<file path="config.mk">
export PLATFORM = sky130hd
export DESIGN_NAME = bus_slave_regs_flat
export DESIGN_NICKNAME = d
export VERILOG_FILES = /design/src/rtl/bus_slave_regs_if.sv /design/src/rtl/bus_slave_regs.sv /design/src/flat_wrapper.sv
export SDC_FILE = /design/constraint.sdc
export NUM_CORES = 1
export LEC_CHECK = 0
export BUFFER_PORTS_ARGS = -buffer_cell sky130_fd_sc_hd__buf_2
export CORE_MARGIN = 3
export CORE_UTILIZATION = 45
export DETAILED_ROUTE_END_ITERATION = 12
export GPL_TIMING_DRIVEN = 0
export MAX_ROUTING_LAYER = met4
export PLACE_DENSITY = 0.65
export SLEW_MARGIN = 20
export SYNTH_ARGS = -nofsm -noshare
export SYNTH_HDL_FRONTEND = slang
export SYNTH_SLANG_ARGS = --single-unit
</file>
<file path="constraint.sdc">
create_clock -name clk -period 2.1 [get_ports clk]
set_input_delay 0.105 -clock clk [delete_from_list [all_inputs] [get_ports clk]]
set_output_delay 0.105 -clock clk [all_outputs]
set_load 0.03 [all_outputs]
</file>
<file path="src/rtl/bus_slave_regs_if.sv">
// Bus between the address decoder/master and the register slave.
// Handshake: a transaction starts at a rising edge that samples Cs_=0 and As_=0; the
// slave answers with Rdy_=0 for exactly one cycle, carrying RdData for reads.
interface bus_slave_regs_if;
  logic        Cs_;
  logic        As_;
  logic        RW;
  logic [29:0] Addr;
  logic [31:0] WrData;
  logic [31:0] RdData;
  logic        Rdy_;

  modport master (
    output Cs_, As_, RW, Addr, WrData,
    input  RdData, Rdy_
  );

  modport slave (
    input  Cs_, As_, RW, Addr, WrData,
    output RdData, Rdy_
  );
endinterface

</file>
<file path="src/rtl/bus_slave_regs.sv">
// Eight-word register slave: words 0..6 read/write, word 7 a free-running cycle counter.
// Each accepted strobe is answered by a single Rdy_ pulse after WAIT_CYCLES wait states.
module bus_slave_regs #(
  parameter int unsigned WAIT_CYCLES = 1
) (
  input  logic             clk,
  input  logic             reset_,
  bus_slave_regs_if.slave  bus,
  output logic [31:0]      Ctrl,
  output logic [1:0]       o_state_dbg
);

  typedef enum logic [1:0] {IDLE = 2'd0, WAIT = 2'd1, READY = 2'd2} state_t;

  localparam logic [3:0] LP_WAIT_LOAD = (WAIT_CYCLES == 0) ? 4'd0 : 4'(WAIT_CYCLES - 1);

  state_t      r_state;
  state_t      w_next_state;
  logic        w_accept;
  logic        w_go_ready;
  logic [3:0]  r_wait_cnt;
  logic [2:0]  r_addr;
  logic        r_rw;
  logic [31:0] r_wdata;
  logic [31:0] r_regs [0:6];
  logic [31:0] r_cnt;
  logic [31:0] r_rdata;
  logic        r_rdy_n;
  logic [2:0]  w_addr;
  logic        w_rw;
  logic [31:0] w_wdata;
  logic [31:0] w_rd_val;

  always_comb begin
    w_next_state = r_state;
    w_accept     = 1'b0;
    w_go_ready   = 1'b0;
    case (r_state)
      IDLE: begin
        if (!bus.As_ && !bus.Cs_) begin
          w_accept = 1'b1;
          if (WAIT_CYCLES == 0) begin
            w_next_state = READY;
            w_go_ready   = 1'b1;
          end else begin
            w_next_state = WAIT;
          end
        end
      end
      WAIT: begin
        if (r_wait_cnt == 4'd0) begin
          w_next_state = READY;
          w_go_ready   = 1'b1;
        end
      end
      READY:   w_next_state = IDLE;
      default: w_next_state = IDLE;
    endcase
  end

  // A zero-wait access completes on its own strobe edge, before the fields are latched.
  always_comb begin
    w_addr  = r_addr;
    w_rw    = r_rw;
    w_wdata = r_wdata;
    if (r_state == IDLE) begin
      w_addr  = bus.Addr[2:0];
      w_rw    = bus.RW;
      w_wdata = bus.WrData;
    end
    w_rd_val = r_cnt;
    for (int i = 0; i < 7; i++) begin
      if (w_addr == 3'(i)) w_rd_val = r_regs[i];
    end
  end

  always_ff @(posedge clk or negedge reset_) begin
    if (!reset_) begin
      r_state    <= IDLE;
      r_wait_cnt <= 4'd0;
      r_addr     <= 3'd0;
      r_rw       <= 1'b0;
      r_wdata    <= 32'd0;
    end else begin
      r_state <= w_next_state;
      if (w_accept) begin
        r_addr     <= bus.Addr[2:0];
        r_rw       <= bus.RW;
        r_wdata    <= bus.WrData;
        r_wait_cnt <= LP_WAIT_LOAD;
      end else if (r_state == WAIT && r_wait_cnt != 4'd0) begin
        r_wait_cnt <= r_wait_cnt - 4'd1;
      end
    end
  end

  always_ff @(posedge clk or negedge reset_) begin
    if (!reset_) r_cnt <= 32'd0;
    else         r_cnt <= r_cnt + 32'd1;
  end

  // Rdy_ and RdData are registered so the bus sees clean one-cycle pulses that OR together.
  always_ff @(posedge clk or negedge reset_) begin
    if (!reset_) begin
      for (int i = 0; i < 7; i++) r_regs[i] <= 32'd0;
      r_rdy_n <= 1'b1;
      r_rdata <= 32'd0;
    end else begin
      r_rdy_n <= !w_go_ready;
      r_rdata <= (w_go_ready && w_rw) ? w_rd_val : 32'd0;
      if (w_go_ready && !w_rw) begin
        for (int i = 0; i < 7; i++) begin
          if (w_addr == 3'(i)) r_regs[i] <= w_wdata;
        end
      end
    end
  end

  assign bus.Rdy_    = r_rdy_n;
  assign bus.RdData  = r_rdata;
  assign Ctrl        = r_regs[0];
  assign o_state_dbg = r_state;

endmodule

</file>
<file path="src/flat_wrapper.sv">
// flat-port wrapper written by rule: the top's interface ports become plain ports
module bus_slave_regs_flat 
#(
  parameter int unsigned WAIT_CYCLES = 1
)
  (clk, reset_, Ctrl, o_state_dbg, bus_Cs_, bus_As_, bus_RW, bus_Addr, bus_WrData, bus_RdData, bus_Rdy_);
  bus_slave_regs_if bus_i ();
  input  logic clk;
  input  logic reset_;
  output logic [31:0] Ctrl;
  output logic [1:0] o_state_dbg;
  input wire logic [$bits(bus_i.Cs_)-1:0] bus_Cs_;
  input wire logic [$bits(bus_i.As_)-1:0] bus_As_;
  input wire logic [$bits(bus_i.RW)-1:0] bus_RW;
  input wire logic [$bits(bus_i.Addr)-1:0] bus_Addr;
  input wire logic [$bits(bus_i.WrData)-1:0] bus_WrData;
  output wire logic [$bits(bus_i.RdData)-1:0] bus_RdData;
  output wire logic [$bits(bus_i.Rdy_)-1:0] bus_Rdy_;
  assign bus_i.Cs_ = bus_Cs_;
  assign bus_i.As_ = bus_As_;
  assign bus_i.RW = bus_RW;
  assign bus_i.Addr = bus_Addr;
  assign bus_i.WrData = bus_WrData;
  assign bus_RdData = bus_i.RdData;
  assign bus_Rdy_ = bus_i.Rdy_;
  bus_slave_regs #(.WAIT_CYCLES(WAIT_CYCLES)) u_core (.clk(clk), .reset_(reset_), .bus(bus_i), .Ctrl(Ctrl), .o_state_dbg(o_state_dbg));
endmodule
</file>
==> flow_metrics.py <==
metrics = {
    "clock_network": {
        "htree_levels": 2,
        "root_buffer": "clkbuf_16",
        "clk_pin_slew_ns": 0.06,
        "cts_inserted_buffers": 37,
        "cts_tree": "done",
        "clock_path_buffers": 3,
        "worst_skew_pair.late_latency_ns": 0.52,
        "clock_sinks": 331,
    },
    "synth": {
        "syn_area_um2": 15300,
        "synth_top_flop_cell": "dfrtp_1",
        "async_flop_share_pct": 100,
        "ys_top_cells_by_area": "dfrtp_1 (54%), nand2_1 (6.7%), o21ai_0 (6.1%)",
        "synth_most_common_cell": "dfrtp_1",
        "synth_nets": 1592,
        "synth_largest_area_cell": "dfrtp_1",
        "seq_area_frac_synth_pct": 54.3,
        "yosys-top-cells-count": "dfrtp_1 (330), nand2_1 (271), o21ai_0 (185)",
        "ys_ff_latch": 331,
        "yosys.area.top_type_share_pct": 54.1,
        "postSynthCellCount": 1523,
        "syn_avg_cell_area_um2": 10.0,
        "ys.warnings.count": 0,
        "synth.distinct_cells": 49,
        "synth-edff-count": 0,
    },
    "timing": {
        "tightest_slew_ns": 0.946,
        "timing.fmax_ghz": 0.394,
        "rsz0062_at_grt": "yes",
        "drv_slew": 0,
        "final.min_clock_period_ns": 2.54,
        "setup_slack_ns": -0.436,
        "hold_ws_ns": 0.159,
        "slew_headroom_pct": 35.1,
        "final_hold_viol_count": 0,
        "tns_ns": -82.09,
        "skew_ns": 0.0171,
        "fin_crit_sh_pct": 121,
        "setup_viol": 287,
    },
    "floorplanning": {
        "core_um2": 32900,
        "initial_utilization_pct": 46.3,
        "die_y_um": 190,
        "die_w_um": 190,
        "dieArea_um2": 36100,
        "io_pins": 134,
        "num_rows": 66,
    },
    "status": {
        "status": "complete, but fails checks",
        "violations": "setup timing",
    },
    "routing": {
        "via_per_inst": 5.72,
        "drt_iter0_drc": 1194,
        "drt_wl_total_um": 46800,
        "vias": 12751,
        "routedWlPerCell_um": 21.0,
        "drc": 0,
        "dr.pass1.iters": 6,
        "final_antenna_net_count": 0,
    },
    "setup_path": {
        "crit_path_start": "u_core.r_wait_cnt[1]",
        "path_max_fanout": 10,
        "crit_required_ns": 2.46,
        "cp-endpoint": "u_core.r_regs[48]",
        "path_class": "flop to flop",
        "start_kind": "flop",
        "critPathArrivalTime_ns": 2.90,
        "r2r-end": "u_core.r_regs[48]",
        "r2r-start": "u_core.r_wait_cnt[1]",
        "reg2reg_depth": 9,
        "endpoint_kind": "flop",
        "r2r_setup_slack_ns": -0.44,
    },
    "placed_design": {
        "dp_slack_ns": -1.06,
        "place.gp.congestion": 0.947,
        "dp.cells": 2076,
        "hpwl_um": 31200,
        "dpl_cell_area_um2": 16600,
        "portBuffers": 106,
    },
    "layout": {
        "final_core_util_pct": 60.2,
        "layout-drive-gt1-share_pct": 29.4,
        "diodes": 0,
        "nets": 1829,
        "fin_cells": 2228,
        "fin_area_um2": 19800,
        "area_growth_pct": 30.0,
    },
    "run": {
        "cap_violations": 0,
    },
    "pwr": {
        "worst_ir_drop_vdd_uv": 1010,
        "finalPower_mw": 28.9,
        "p_leak_nw": 8.98,
        "power_density_nw_per_um2": 1460,
    },
    "global_route": {
        "grt_pass1_wl_um": 72300,
        "met3_usage_pct": 4.15,
        "use_met1_pct": 37.6,
        "grt_use_met2_pct": 39.2,
        "grt.busiest_layer": "met2",
        "grt_max_degree": 99,
        "overflow": 0,
        "first_global_vias": 12419,
        "grtUsageTotal_pct": 26.3,
        "antenna_found_initial": 0,
    },
    "min_path": {
        "hold_path_class": "primary input to asynchronous set/reset pin",
    },
}
==> registers in the layout, indices dropped and copies added (netlist names) <==
signal	count
u_core.Ctrl	32
u_core.r_cnt	32
u_core.r_regs	192
u_core.r_addr	3
u_core.bus.RdData	32
u_core.o_state_dbg	2
u_core.bus.Rdy_	1
u_core.r_wdata	32
u_core.r_wait_cnt	4
u_core.r_rw	1
==> worst max-delay path, stage by stage (launching register included) <==
cell     delay [ns]
dfrtp_1        0.40
inv_1          0.07
ha_2           0.17
or3b_4         0.38
or4b_4         0.54
or3_4          0.38
buf_12         0.17
buf_12         0.14
nand2_1        0.06
o21ai_1        0.06
==> placed cells by master (no fill, tap or decap), types with 25 or more instances in the layout <==
| master | instances |
|---|---|
| nor2b_1 | 33 |
| o2111ai_1 | 25 |
| buf_4 | 66 |
| o21ai_1 | 161 |
| dfrtp_1 | 328 |
| buf_6 | 40 |
| dlygate4sd3_1 | 39 |
| mux2_2 | 34 |
| clkbuf_16 | 44 |
| a21o_1 | 65 |
| nand2_1 | 241 |
| o21ai_0 | 138 |
| o2bb2ai_1 | 31 |
| buf_2 | 111 |
| nand3_1 | 71 |
==> final cells by class <==
| type | count | area (µm²) |
|---|---|---|
| plain buffers | 148 | 1410 |
| clock buffers | 53 | 1130 |
| clock inverters | 12 | 116 |
| fillers | 2704 | 13100 |
| inverters | 7 | 26.3 |
| multi-input cells | 1038 | 6700 |
| flip-flops and latches | 331 | 8290 |
| well taps | 442 | 553 |
| repair buffers | 197 | 1610 |
==> logic make-up (layout without fill, tap and decap cells) <==
family                     after synthesis  count (layout)  share of synthesized area (%)
AOI/OAI and AO/OA                      492             492                           19.2
DFF                                    331             331                           54.3
muxes                                   68              68                           4.75
and+or+nand+nor                        442             443                           13.4
xor gates and xnor gates                33              33                           1.89
buffers and inverters                  155             417                           6.22
adders and majority gates                2               2                          0.164
==> worst min-delay path by stage <==
stage | startpoint | cells after the start | to | slack, ns
after floorplan | reset_ | 0 | u_core.Ctrl[0] | -0.19
after detailed placement | reset_ | 1 | u_core.r_wdata[16] | 0.16
after CTS | reset_ | 2 | u_core.Ctrl[12] | 0.22
after global placement | bus_RW | 2 | u_core.r_rw | 0.34
after global routing | reset_ | 2 | u_core.r_wdata[18] | 0.24
final | reset_ | 2 | u_core.r_wdata[18] | 0.16
==> timing repair <==
action	CTS	global route
buffers inserted	27	8
hold buffers	39	0
cloned	11	3
endpoints found under the setup margin	287	355
hold endpoints to repair	125	0
pin swaps	14	13
gates resized for setup	226	110
==> metal layers <==
metal / share of wire [%] / vias to the layer above
li1: - / 5858
met1: 44 / 6285
met2: 45 / 506
met3: 7.4 / 102
met4: 3.0 / 0
met5: 0 / -
==> where the power goes <==
part | switching (mW) | internal [mW] | leakage [nW]
combinational | 7.68 | 5.07 | 3.91
sequential | 1.26 | 8.31 | 4.45
clock | 2.55 | 3.98 | 0.621
(Power assumes the default switching activity.)
